==> src/rtl/ifu_fetch_pkg.sv <==
// ---------------------------------------------------------------------------
// ifu_fetch_pkg
//   Shared definitions for the instruction fetch unit. Other core blocks
//   (decode, trap logic) import this to interpret fetch fault codes.
//   Contents:
//     fetch_state_e    - 2-bit fetch FSM state encoding
//     FETCH_*          - fault codes delivered alongside each instruction
//     INST_NOP         - canonical NOP (addi x0,x0,0) used for faulted fetches
//     RESET_PC_DEFAULT - default architectural reset vector
// ---------------------------------------------------------------------------
package ifu_fetch_pkg;

    typedef enum logic [1:0] {
        ST_REQ  = 2'd0,   // driving the memory read request
        ST_WAIT = 2'd1,   // request accepted, awaiting the response
        ST_OUT  = 2'd2,   // presenting the instruction to decode
        ST_EXEC = 2'd3    // instruction handed off, awaiting commit
    } fetch_state_e;

    localparam logic [1:0] FETCH_OK       = 2'd0;
    localparam logic [1:0] FETCH_MISALIGN = 2'd1;
    localparam logic [1:0] FETCH_ACCESS   = 2'd2;
    localparam logic [1:0] FETCH_TIMEOUT  = 2'd3;

    localparam logic [31:0] INST_NOP         = 32'h0000_0013;
    localparam logic [31:0] RESET_PC_DEFAULT = 32'h8000_0000;

    // Instructions are word aligned; any set low bit is a misaligned fetch.
    function automatic logic is_misaligned(input logic [1:0] pc_lo);
        return pc_lo != 2'b00;
    endfunction

endpackage

==> src/rtl/ifu_timeout_cnt.sv <==
// ---------------------------------------------------------------------------
// ifu_timeout_cnt
//   Counts cycles spent waiting for an instruction memory response.
//   Ports:
//     clk     - core clock
//     rst     - synchronous active-low reset
//     clr     - restart count from zero (takes priority over en)
//     en      - count this cycle
//     expired - count has reached TIMEOUT
//   The count freezes once expired so it can never wrap back to a small value
//   if the owner lingers for a cycle.
// ---------------------------------------------------------------------------
module ifu_timeout_cnt
    import ifu_fetch_pkg::*;
#(
    parameter int unsigned TIMEOUT = 255
) (
    input  logic clk,
    input  logic rst,
    input  logic clr,
    input  logic en,
    output logic expired
);

    localparam int unsigned CW = $clog2(TIMEOUT + 1);

    logic [CW-1:0] cnt;

    assign expired = (cnt == CW'(TIMEOUT));

    always_ff @(posedge clk) begin
        if (!rst) begin
            cnt <= '0;
        end else if (clr) begin
            cnt <= '0;
        end else if (en && !expired) begin
            cnt <= cnt + 1'b1;
        end
    end

endmodule

==> src/rtl/ifu_fetch.sv <==
// ---------------------------------------------------------------------------
// ifu_fetch
//   Instruction fetch unit. Holds the architectural PC, issues one memory read
//   per instruction, hands the result to decode and then waits for the commit
//   pulse carrying the next PC. At most one fetch is ever in flight.
//   Ports:
//     clk, rst             - core clock, synchronous active-low reset
//     commit_valid/next_pc - retirement pulse and the PC to fetch next
//     imem_req_*           - read request channel (valid/ready, address)
//     imem_resp_*          - read response channel (valid/ready, data, err)
//     inst_valid/inst_ready- handshake to decode
//     inst, inst_pc        - instruction word and its PC
//     inst_fault           - FETCH_OK / MISALIGN / ACCESS / TIMEOUT
//   Every output is a register except imem_resp_ready, decoded from state.
// ---------------------------------------------------------------------------
module ifu_fetch
    import ifu_fetch_pkg::*;
#(
    parameter int unsigned            ADDR_WIDTH = 32,
    parameter int unsigned            DATA_WIDTH = 32,
    parameter logic [ADDR_WIDTH-1:0]  RESET_PC   = ADDR_WIDTH'(RESET_PC_DEFAULT),
    parameter int unsigned            TIMEOUT    = 255
) (
    input  logic                  clk,
    input  logic                  rst,
    input  logic                  commit_valid,
    input  logic [ADDR_WIDTH-1:0] next_pc,
    output logic                  imem_req_valid,
    input  logic                  imem_req_ready,
    output logic [ADDR_WIDTH-1:0] imem_req_addr,
    input  logic                  imem_resp_valid,
    output logic                  imem_resp_ready,
    input  logic [DATA_WIDTH-1:0] imem_resp_data,
    input  logic                  imem_resp_err,
    output logic                  inst_valid,
    input  logic                  inst_ready,
    output logic [DATA_WIDTH-1:0] inst,
    output logic [ADDR_WIDTH-1:0] inst_pc,
    output logic [1:0]            inst_fault
);

    localparam logic [DATA_WIDTH-1:0] NOP = DATA_WIDTH'(INST_NOP);

    fetch_state_e          state, state_nx;
    logic [ADDR_WIDTH-1:0] pc, pc_nx;
    logic                  req_valid_nx;
    logic [ADDR_WIDTH-1:0] req_addr_nx;
    logic                  inst_valid_nx;
    logic [DATA_WIDTH-1:0] inst_nx;
    logic [ADDR_WIDTH-1:0] inst_pc_nx;
    logic [1:0]            fault_nx;
    logic                  cnt_clr, cnt_en, cnt_expired;

    ifu_timeout_cnt #(
        .TIMEOUT (TIMEOUT)
    ) u_timeout_cnt (
        .clk     (clk),
        .rst     (rst),
        .clr     (cnt_clr),
        .en      (cnt_en),
        .expired (cnt_expired)
    );

    // Response channel is only open while a request is outstanding, so any
    // stray response in another state is simply never accepted.
    assign imem_resp_ready = (state == ST_WAIT);

    always_comb begin
        state_nx      = state;
        pc_nx         = pc;
        req_valid_nx  = imem_req_valid;
        req_addr_nx   = imem_req_addr;
        inst_valid_nx = inst_valid;
        inst_nx       = inst;
        inst_pc_nx    = inst_pc;
        fault_nx      = inst_fault;
        cnt_clr       = 1'b0;
        cnt_en        = 1'b0;

        unique case (state)
            ST_REQ: begin
                if (is_misaligned(pc[1:0])) begin
                    // Never touch memory for a misaligned PC; deliver a NOP
                    // tagged with the fault so the core can trap on it.
                    state_nx      = ST_OUT;
                    req_valid_nx  = 1'b0;
                    inst_valid_nx = 1'b1;
                    inst_nx       = NOP;
                    inst_pc_nx    = pc;
                    fault_nx      = FETCH_MISALIGN;
                end else if (imem_req_valid && imem_req_ready) begin
                    state_nx     = ST_WAIT;
                    req_valid_nx = 1'b0;
                    cnt_clr      = 1'b1;
                end else begin
                    // Covers the first cycle out of reset, where the request
                    // register still holds its reset value of 0.
                    req_valid_nx = 1'b1;
                end
            end

            ST_WAIT: begin
                if (imem_resp_valid) begin
                    state_nx      = ST_OUT;
                    inst_valid_nx = 1'b1;
                    inst_nx       = imem_resp_data;
                    inst_pc_nx    = pc;
                    fault_nx      = imem_resp_err ? FETCH_ACCESS : FETCH_OK;
                end else if (cnt_expired) begin
                    state_nx      = ST_OUT;
                    inst_valid_nx = 1'b1;
                    inst_nx       = NOP;
                    inst_pc_nx    = pc;
                    fault_nx      = FETCH_TIMEOUT;
                end else begin
                    cnt_en = 1'b1;
                end
            end

            ST_OUT: begin
                if (inst_ready) begin
                    state_nx      = ST_EXEC;
                    inst_valid_nx = 1'b0;
                end
            end

            ST_EXEC: begin
                if (commit_valid) begin
                    // next_pc is taken verbatim; the request is pre-armed so it
                    // is visible the cycle after commit, unless misaligned.
                    state_nx     = ST_REQ;
                    pc_nx        = next_pc;
                    req_addr_nx  = next_pc;
                    req_valid_nx = !is_misaligned(next_pc[1:0]);
                end
            end

            default: state_nx = ST_REQ;
        endcase
    end

    always_ff @(posedge clk) begin
        if (!rst) begin
            state          <= ST_REQ;
            pc             <= RESET_PC;
            imem_req_valid <= 1'b0;
            imem_req_addr  <= RESET_PC;
            inst_valid     <= 1'b0;
            inst           <= '0;
            inst_pc        <= '0;
            inst_fault     <= FETCH_OK;
        end else begin
            state          <= state_nx;
            pc             <= pc_nx;
            imem_req_valid <= req_valid_nx;
            imem_req_addr  <= req_addr_nx;
            inst_valid     <= inst_valid_nx;
            inst           <= inst_nx;
            inst_pc        <= inst_pc_nx;
            inst_fault     <= fault_nx;
        end
    end

endmodule

==> config.mk <==
export PLATFORM = sky130hd
export DESIGN_NAME = ifu_fetch
export DESIGN_NICKNAME = d
export VERILOG_FILES = /design/src/rtl/ifu_fetch_pkg.sv /design/src/rtl/ifu_timeout_cnt.sv /design/src/rtl/ifu_fetch.sv
export SDC_FILE = /design/constraint.sdc
export NUM_CORES = 1
export LEC_CHECK = 0
export BUFFER_PORTS_ARGS = -buffer_cell sky130_fd_sc_hd__buf_4
export CORE_UTILIZATION = 40
export CTS_BUF_LIST = sky130_fd_sc_hd__clkbuf_4
export CTS_CLUSTER_DIAMETER = 200
export DETAILED_ROUTE_END_ITERATION = 8
export PLACE_DENSITY = 0.7
export SKIP_CTS_REPAIR_TIMING = 1
export SLEW_MARGIN = 25
export SYNTH_ARGS = -nofsm -noshare
export SYNTH_HDL_FRONTEND = slang
export SYNTH_HIERARCHICAL = 1
export SYNTH_SLANG_ARGS = --single-unit
==> constraint.sdc <==
create_clock -name clk -period 7.5 [get_ports clk]
set_clock_uncertainty 0.2 [all_clocks]
set_input_delay 0.75 -clock clk [delete_from_list [all_inputs] [get_ports clk]]
set_output_delay 0.75 -clock clk [all_outputs]
set_load 0.05 [all_outputs]
* Yosys cells after proc, flatten, opt, wreduce, memory -nomap -nowiden
Cells that the tools add are included.
Cells by class: add/subtract/negate cells 1, equal/unequal tests 9, muxes and demuxes 35, bitwise logic cells 1, reductions and logical operators 16
Operators by type and width (count):
- 2-to-1 mux 32 bit | 6
- one-hot mux 32 bit (2 select lines) | 2
- 2-to-1 mux 2 bit | 10
- 2-to-1 mux 1 bit | 13
- adder 8 x 1 -> 8 bit (second input constant) | 1
- equality test 8 bit (second input constant) | 1
- one-hot mux 2 bit (4 select lines) | 1
- AND reduction 4 bit | 2
- nonzero test 2 bit | 4
- inequality test 2 bit (second input constant) | 3
- equality test 2 bit (second input constant) | 2
- one-hot mux 2 bit (2 select lines) | 1
- AND reduction 2 bit | 2
- inequality test 3 x 2 -> 1 bit (second input constant) | 1
- inequality test 3 bit (second input constant) | 1
- one-hot mux 1 bit (3 select lines) | 1
- AND reduction 3 bit | 1
- nonzero test 3 bit | 1
- equality test 2 x 1 -> 1 bit (second input constant) | 1
- logical AND 1 bit | 2
- logical NOT 1 bit | 2
- logical NOT 2 bit | 1
- one-hot mux 1 bit (2 select lines) | 1
- OR reduction 2 bit | 1
- inverter 1 bit | 1
Storage, ports and cells: bits in registers 110, output and inout port bits 101

* Logic depth before layout (Yosys ltp)
Gate-level depths: netlist of run 1.
depth after elaboration 5, gate-level depth with buffers 8

* Hierarchy
The synthesis of run 1 kept the hierarchy.
By module, submodules not included:
- ifu_fetch | instances 1, cells each 400, area an instance 3802.4 um^2
- ifu_timeout_cnt | instances 1, cells each 50, area an instance 422.9 um^2

* Least setup slack after synthesis of run 1
No wires, ideal clock.
kind register to register, start point register state[1], end point register u_timeout_cnt.cnt[6], setup time 0.115 ns, arrival 2.246 ns, slack 4.939 ns, stages on the path, launching flop included 7, buffers on the path 0, clock period less this slack 2.561 ns, cell sequence dfxtp_1 inv_1 ha_1 nor3b_2 nand3_1 or4_1 and3_1
Between the ends: cells in the longest elaborated chain, start to end 3, elaborated cells on any way between the ends 6, classes of those cells eq/ne: 1; mux: 2; reduce/logical: 3
Ends and longest elaborated chain:
- start: declaration | line ifu_fetch.sv:44 | fetch_state_e state, state_nx;
- start signal: assignment | line ifu_fetch.sv:153 | state <= state_nx;
- equality test 2 x 1 -> 1 bit
- named net imem_resp_ready | line ifu_fetch.sv:32 | output logic imem_resp_ready,
- 2-to-1 mux 1 bit | line ifu_fetch.sv:80 | unique case (state)
- named net cnt_en | line ifu_fetch.sv:52 | logic cnt_clr, cnt_en, cnt_expired;
- logical AND 1 bit | line ifu_timeout_cnt.sv:36 | end else if (en && !expired) begin
- end signal: assignment | line ifu_timeout_cnt.sv:37 | cnt <= cnt + 1'b1;
- end: declaration | line ifu_timeout_cnt.sv:27 | logic [CW-1:0] cnt;
The timed path passes the listed nets, and every way through them passes these cells. A chain may end at the register's enable or synchronous reset.

* Worst setup path after layout of run 1
start point register u_timeout_cnt.cnt[0], end point register inst[0]
Between the ends: cells in the longest elaborated chain, start to end 3
Ends and longest elaborated chain:
- equality test 8 bit | line ifu_timeout_cnt.sv:29 | assign expired = (cnt == CW'(TIMEOUT));
- named net cnt_expired | line ifu_fetch.sv:52
- inequality test 3 x 2 -> 1 bit (no line)
- AND reduction 3 bit (no line)
- end signal: assignment | line ifu_fetch.sv:158 | inst <= inst_nx;
- end: declaration | line ifu_fetch.sv:37 | output logic [DATA_WIDTH-1:0] inst,
The timed path passes the listed nets, and every way through them passes these cells.

==> results of run 1 <==
[flip-flops by register name (all words and copies together), names as in the netlist]
signal	flops
inst	32
inst_pc	32
pc	32
u_timeout_cnt/cnt	8
inst_fault	2
state	2
imem_req_valid	1
inst_valid	1
[power groups by stage]
stage | registers [mW] | clock network, mW | logic [mW]
after floorplan | 0.752 | 0 | 0.241
after global placement | 0.654 | 0 | 0.435
after detailed placement | 0.655 | 0 | 0.441
after CTS | 0.644 | 0.314 | 0.442
after global routing | 0.648 | 0.341 | 0.469
final | 0.644 | 0.303 | 0.439
[worst max-delay path, delay by kind of cell, from the launching register on]
family | cells | cell delay (ns)
DFF | 1 | 0.38
and+or+nand+nor | 4 | 1.27
adders and majority gates | 1 | 0.26
AOI/OAI and AO/OA | 1 | 0.33
buffers and inverters | 1 | 0.34
[stage by stage]
| step | setup WS, ns | cells | util | total power [mW] | hold WS, ns |
|---|---|---|---|---|---|
| 2_1_floorplan | 4.94 | 450 | - | 0.993 | 0.261 |
| 3_3_place_gp | 4.37 | 729 | 0.538 | 1.09 | 0.242 |
| 3_5_place_dp | 4.28 | 729 | 0.538 | 1.10 | 0.248 |
| 4_1_cts | 4.26 | 745 | 0.552 | 1.40 | 0.271 |
| 5_1_grt | 4.39 | 745 | 0.552 | 1.46 | 0.265 |
| 6_report | 4.59 | 745 | 0.552 | 1.39 | 0.266 |
[cells by family after synthesis]
family	count (synthesis)	synth area share
simple gates	173	0.181
fa+ha+maj	6	0.0178
flops	110	0.521
mux	36	0.0856
buf+inv	36	0.0459
compound gates	89	0.149
[layer usage]
layer	wire length, um	global-route usage	share of wire
met3	1030	0.0624	0.096
met5	0	0	0
met4	127	0.0533	0.012
met1	4790	0.254	0.45
met2	4720	0.304	0.44
[cells in the mapped netlist, drive strengths merged, types with 3 or more instances]
master | number | area [um2]
dfxtp | 110 | 2200
inv | 6 | 22.5
clkbuf | 18 | 67.6
and4 | 3 | 28.8
ha | 6 | 75.1
a22o | 30 | 263
buf | 11 | 100
nand2b | 3 | 18.8
a21oi | 39 | 195
nand2 | 137 | 514
mux2i | 35 | 350
nor3b | 3 | 32.5
o21ai | 4 | 20.0
nor2b | 5 | 31.3
a2111oi | 3 | 32.5
nor2 | 4 | 15.0
o221a | 3 | 33.8
nor3 | 4 | 25.0
nand3 | 4 | 25.0
[final cells by class]
type,instances,area [um2]
Sequential cell,110,2200
Inverter,7,26.3
Clock inverter,6,70.1
Timing Repair Buffer,172,1290
Fill cell,918,4600
Clock buffer,10,75.1
Multi-Input combinational cell,304,1840
Tap cell,136,170
[how the worst min path moves through the flow]
stage,slack (ns),to,startpoint,depth (start not counted)
after floorplan,0.26,u_timeout_cnt/cnt[1],u_timeout_cnt/cnt[1],2
after global placement,0.24,inst_pc[19],inst_pc[19],2
after detailed placement,0.25,inst_pc[1],inst_pc[1],2
after CTS,0.27,inst_pc[1],inst_pc[1],2
after global routing,0.26,inst[14],imem_resp_data[14],2
final,0.27,inst_pc[4],inst_pc[4],2
==> results_dict.tcl, run 1 <==
set metrics [dict create \
    setup_violations 0 \
    cts.sinks 110 \
    final_nets 681 \
    fp.dieH_um 105 \
    layout_commonest_cell "buf_4" \
    start_util 0.411 \
    fin_crit_ns 2.91 \
    drc 0 \
    cp.arrival_ns 3.05 \
    power_frac_seq 0.464 \
    grt_pass1_wl_mm 17.3 \
    fp.dieArea_um2 11000 \
    synth_flop_cell "dfxtp_1" \
    avgRoutedWirePerCell_um 14.3 \
    cts_buffers 9 \
    yosysWarnings 6 \
    clock_power_share 0.219 \
    synth_edf_count 0 \
    hold_viol_final 0 \
    cts_root_buf "clkbuf_4" \
    ys_ff_latch 110 \
    crit_start "u_timeout_cnt/cnt[0]" \
    track_usage 0.193 \
    rsz0062_at_grt "no" \
    swShare 0.355 \
    placed_cell_area_um2 5530 \
    syn_nets 527 \
    tritoncts "done" \
    start_kind "register" \
    period_share 0.388 \
    fmax_ghz 0.344 \
    grt_max_degree 79 \
    synthCells 450 \
    path_class "register to register" \
    min_path_type "register to register" \
    insertion_delay_ns 0.44 \
    ff2ff_setup_slack_ns 4.59 \
    p_switching_uw 492 \
    drtPass1Iterations 5 \
    irDropWorstVdd_mv 0.180 \
    max_stage_delay_ns 0.63 \
    diodes 0 \
    post-route-cell-area_um2 5680 \
    antenna_found_initial 0 \
    async_reset_ff_frac 0 \
    dr.first_iter.drc_count 157 \
    numPortBuffers 171 \
    place_congestion 0.800 \
    power_density_nw_per_um2 244 \
    drive_gt1_frac 0.332 \
    routed_wl_mm 10.7 \
    drv_cap 0 \
    cts_max_level 3 \
    ios 172 \
    core-area_um2 10300 \
    power.leakage_nw 2.39 \
    cp.required_ns 7.64 \
    yosysSeqAreaShare 0.521 \
    combinationalPowerShare 0.317 \
    crit_end "inst[0]" \
    syn_area_per_cell_um2 9.39 \
    crit_slowest_cell "nor3b_2" \
    cp-end-kind "register" \
    cp_cell_sequence "ha_1 -> and3_1 -> and2_1 -> nor3b_2 -> nor3_4 -> buf_4 -> o221a_2" \
    tns_ns 0 \
    path_max_fanout 29 \
    grt_pass1_vias 3481 \
    most-common-layout-cells "buf_4 (172), nand2_1 (136), dfxtp_1 (110)" \
    clk_path_buf_depth 2 \
    maxSlewHeadroom 0.482 \
    grt-ovfl-total 0 \
    clk_pin_slew_ns 0.17 \
    dr_total_vias 3726 \
    dpl.hpwl_mm 7.36 \
    tightest_slew_ns 0.773 \
    r2r-end "inst[0]" \
    die_w_um 105 \
    netlist_area_um2 4230 \
    avgViaCountPerCell 5.00 \
    synth.lib_cells_used.distinct 43 \
    drv_slew 0 \
    syn2layout_area_growth_pct 34.3 \
    postRouteAntennaNets 0 \
    r2r-start "u_timeout_cnt/cnt[0]" \
    p_int_uw 893 \
    status "complete, no violations" \
    row_count 37 \
    r2r_cells 7 \
]
No activity file was read; power rests on OpenSTA's default activity.
==> inputs of run 2 (changes only) <==
==> constraint.sdc (replaced) <==
create_clock -name clk -period 2.8 [get_ports clk]
set_clock_uncertainty 0.2 [all_clocks]
set_input_delay 0.28 -clock clk [delete_from_list [all_inputs] [get_ports clk]]
set_output_delay 0.28 -clock clk [all_outputs]
set_load 0.05 [all_outputs]
==> results_dict.tcl, run 2 (synthesized netlist as in run 1, its figures left out) <==
set metrics [dict create \
    ios 172 \
    tightest_slew_ns 0.601 \
    period_share 0.871 \
    power.leakage_nw 2.68 \
    layout_commonest_cell "buf_4" \
    hold_viol_final 0 \
    grt_pass1_wl_mm 17.2 \
    cp.required_ns 2.96 \
    cp.arrival_ns 2.59 \
    ff2ff_setup_slack_ns 0.36 \
    start_util 0.411 \
    fp.dieArea_um2 11000 \
    r2r-start "u_timeout_cnt/cnt[0]" \
    drc 0 \
    avgRoutedWirePerCell_um 14.9 \
    antenna_found_initial 0 \
    cts_max_level 3 \
    irDropWorstVdd_mv 0.322 \
    start_kind "register" \
    maxSlewHeadroom 0.599 \
    drv_slew 0 \
    numPortBuffers 171 \
    min_path_type "input port to register" \
    top_regs "inst (32), inst_pc (32), pc (32)" \
    cts_buffers 9 \
    routed_wl_mm 12.2 \
    hold_start "inst_ready" \
    track_usage 0.194 \
    drive_gt1_frac 0.300 \
    most-common-layout-cells "buf_4 (178), nand2_1 (137), dfxtp_1 (110)" \
    place_congestion 0.877 \
    syn2layout_area_growth_pct 50.4 \
    fmax_ghz 0.410 \
    cts.sinks 110 \
    cp-end-kind "register" \
    avgViaCountPerCell 5.02 \
    path_max_fanout 12 \
    cts_root_buf "clkbuf_4" \
    drv_cap 0 \
    dr_total_vias 4096 \
    crit_end "u_timeout_cnt/cnt[5]" \
    postRouteAntennaNets 0 \
    crit_start "u_timeout_cnt/cnt[0]" \
    r2r-end "u_timeout_cnt/cnt[5]" \
    clk_pin_slew_ns 0.17 \
    dr.first_iter.drc_count 196 \
    whs_ns 0.0280 \
    tns_ns 0 \
    grt_max_degree 41 \
    dpl.hpwl_mm 7.81 \
    diodes 0 \
    rsz0062_at_grt "no" \
    clk_path_buf_depth 2 \
    grt_pass1_vias 3551 \
    core-area_um2 10300 \
    setup_violations 0 \
    fp.dieH_um 105 \
    path_class "register to register" \
    setup_ws_ns 0.362 \
    drtPass1Iterations 4 \
    insertion_delay_ns 0.45 \
    fin_crit_ns 2.44 \
    final_nets 753 \
    status "complete, no violations" \
    power_density_nw_per_um2 587 \
    tritoncts "done" \
    power.total_mw 3.73 \
    grt-ovfl-total 0 \
    dp_slack_ns 0.385 \
    r2r_cells 8 \
    die_w_um 105 \
    row_count 37 \
]
## run 2: area by class of cell
class / count / area (um2)
well taps: 136 / 170
flip-flops and latches: 110 / 2200
clock inverters: 6 / 47.5
repair buffers: 244 / 2010
multi-input cells: 304 / 1840
clock buffers: 9 / 67.6
fillers: 886 / 3920
inverters: 7 / 26.3
## run 2: how the worst min path moves through the flow
stage / endpoint / depth (start not counted)
2_1_floorplan: pc[31] / 2
3_5_place_dp: inst_pc[4] / 2
3_3_place_gp: inst_pc[24] / 2
4_1_cts: inst[28] / 2
6_report: inst_valid / 4
5_1_grt: inst_valid / 4
## run 2: power by group
group          total [mW]  switching [mW]  internal (mW)
Clock               0.718           0.532          0.187
Sequential           1.72          0.0659           1.66
Combinational        1.29           0.764          0.523
Total                3.73            1.36           2.37
## run 2: worst max-delay path: stages, from the launching register on
cell and delay (ns):
dfxtp_1 0.37, ha_1 0.27, and3_1 0.25, and2_1 0.18, nor3b_2 0.15, buf_4 0.21
nand4_1 0.18, a2111oi_0 0.45, nor3_1 0.10
## run 2: per-layer routing
layer | share of wire | up-vias | wire [um] | global-route usage
li1 | - | 2000 | - | -
met1 | 0.44 | 1899 | 5330 | 0.238
met2 | 0.47 | 176 | 5730 | 0.316
met3 | 0.073 | 21 | 887 | 0.0655
met4 | 0.020 | 0 | 240 | 0.0664
met5 | 0 | - | 0 | 0
## run 2: metrics by stage
| stage | cells | utilization | cell area (um2) |
|---|---|---|---|
| final | 816 | 0.618 | 6360 |
| after detailed placement | 736 | 0.544 | 5590 |
| after global placement | 736 | 0.544 | 5590 |
| after global routing | 816 | 0.618 | 6360 |
| after floorplan | 450 | - | 4230 |
| after CTS | 751 | 0.555 | 5710 |
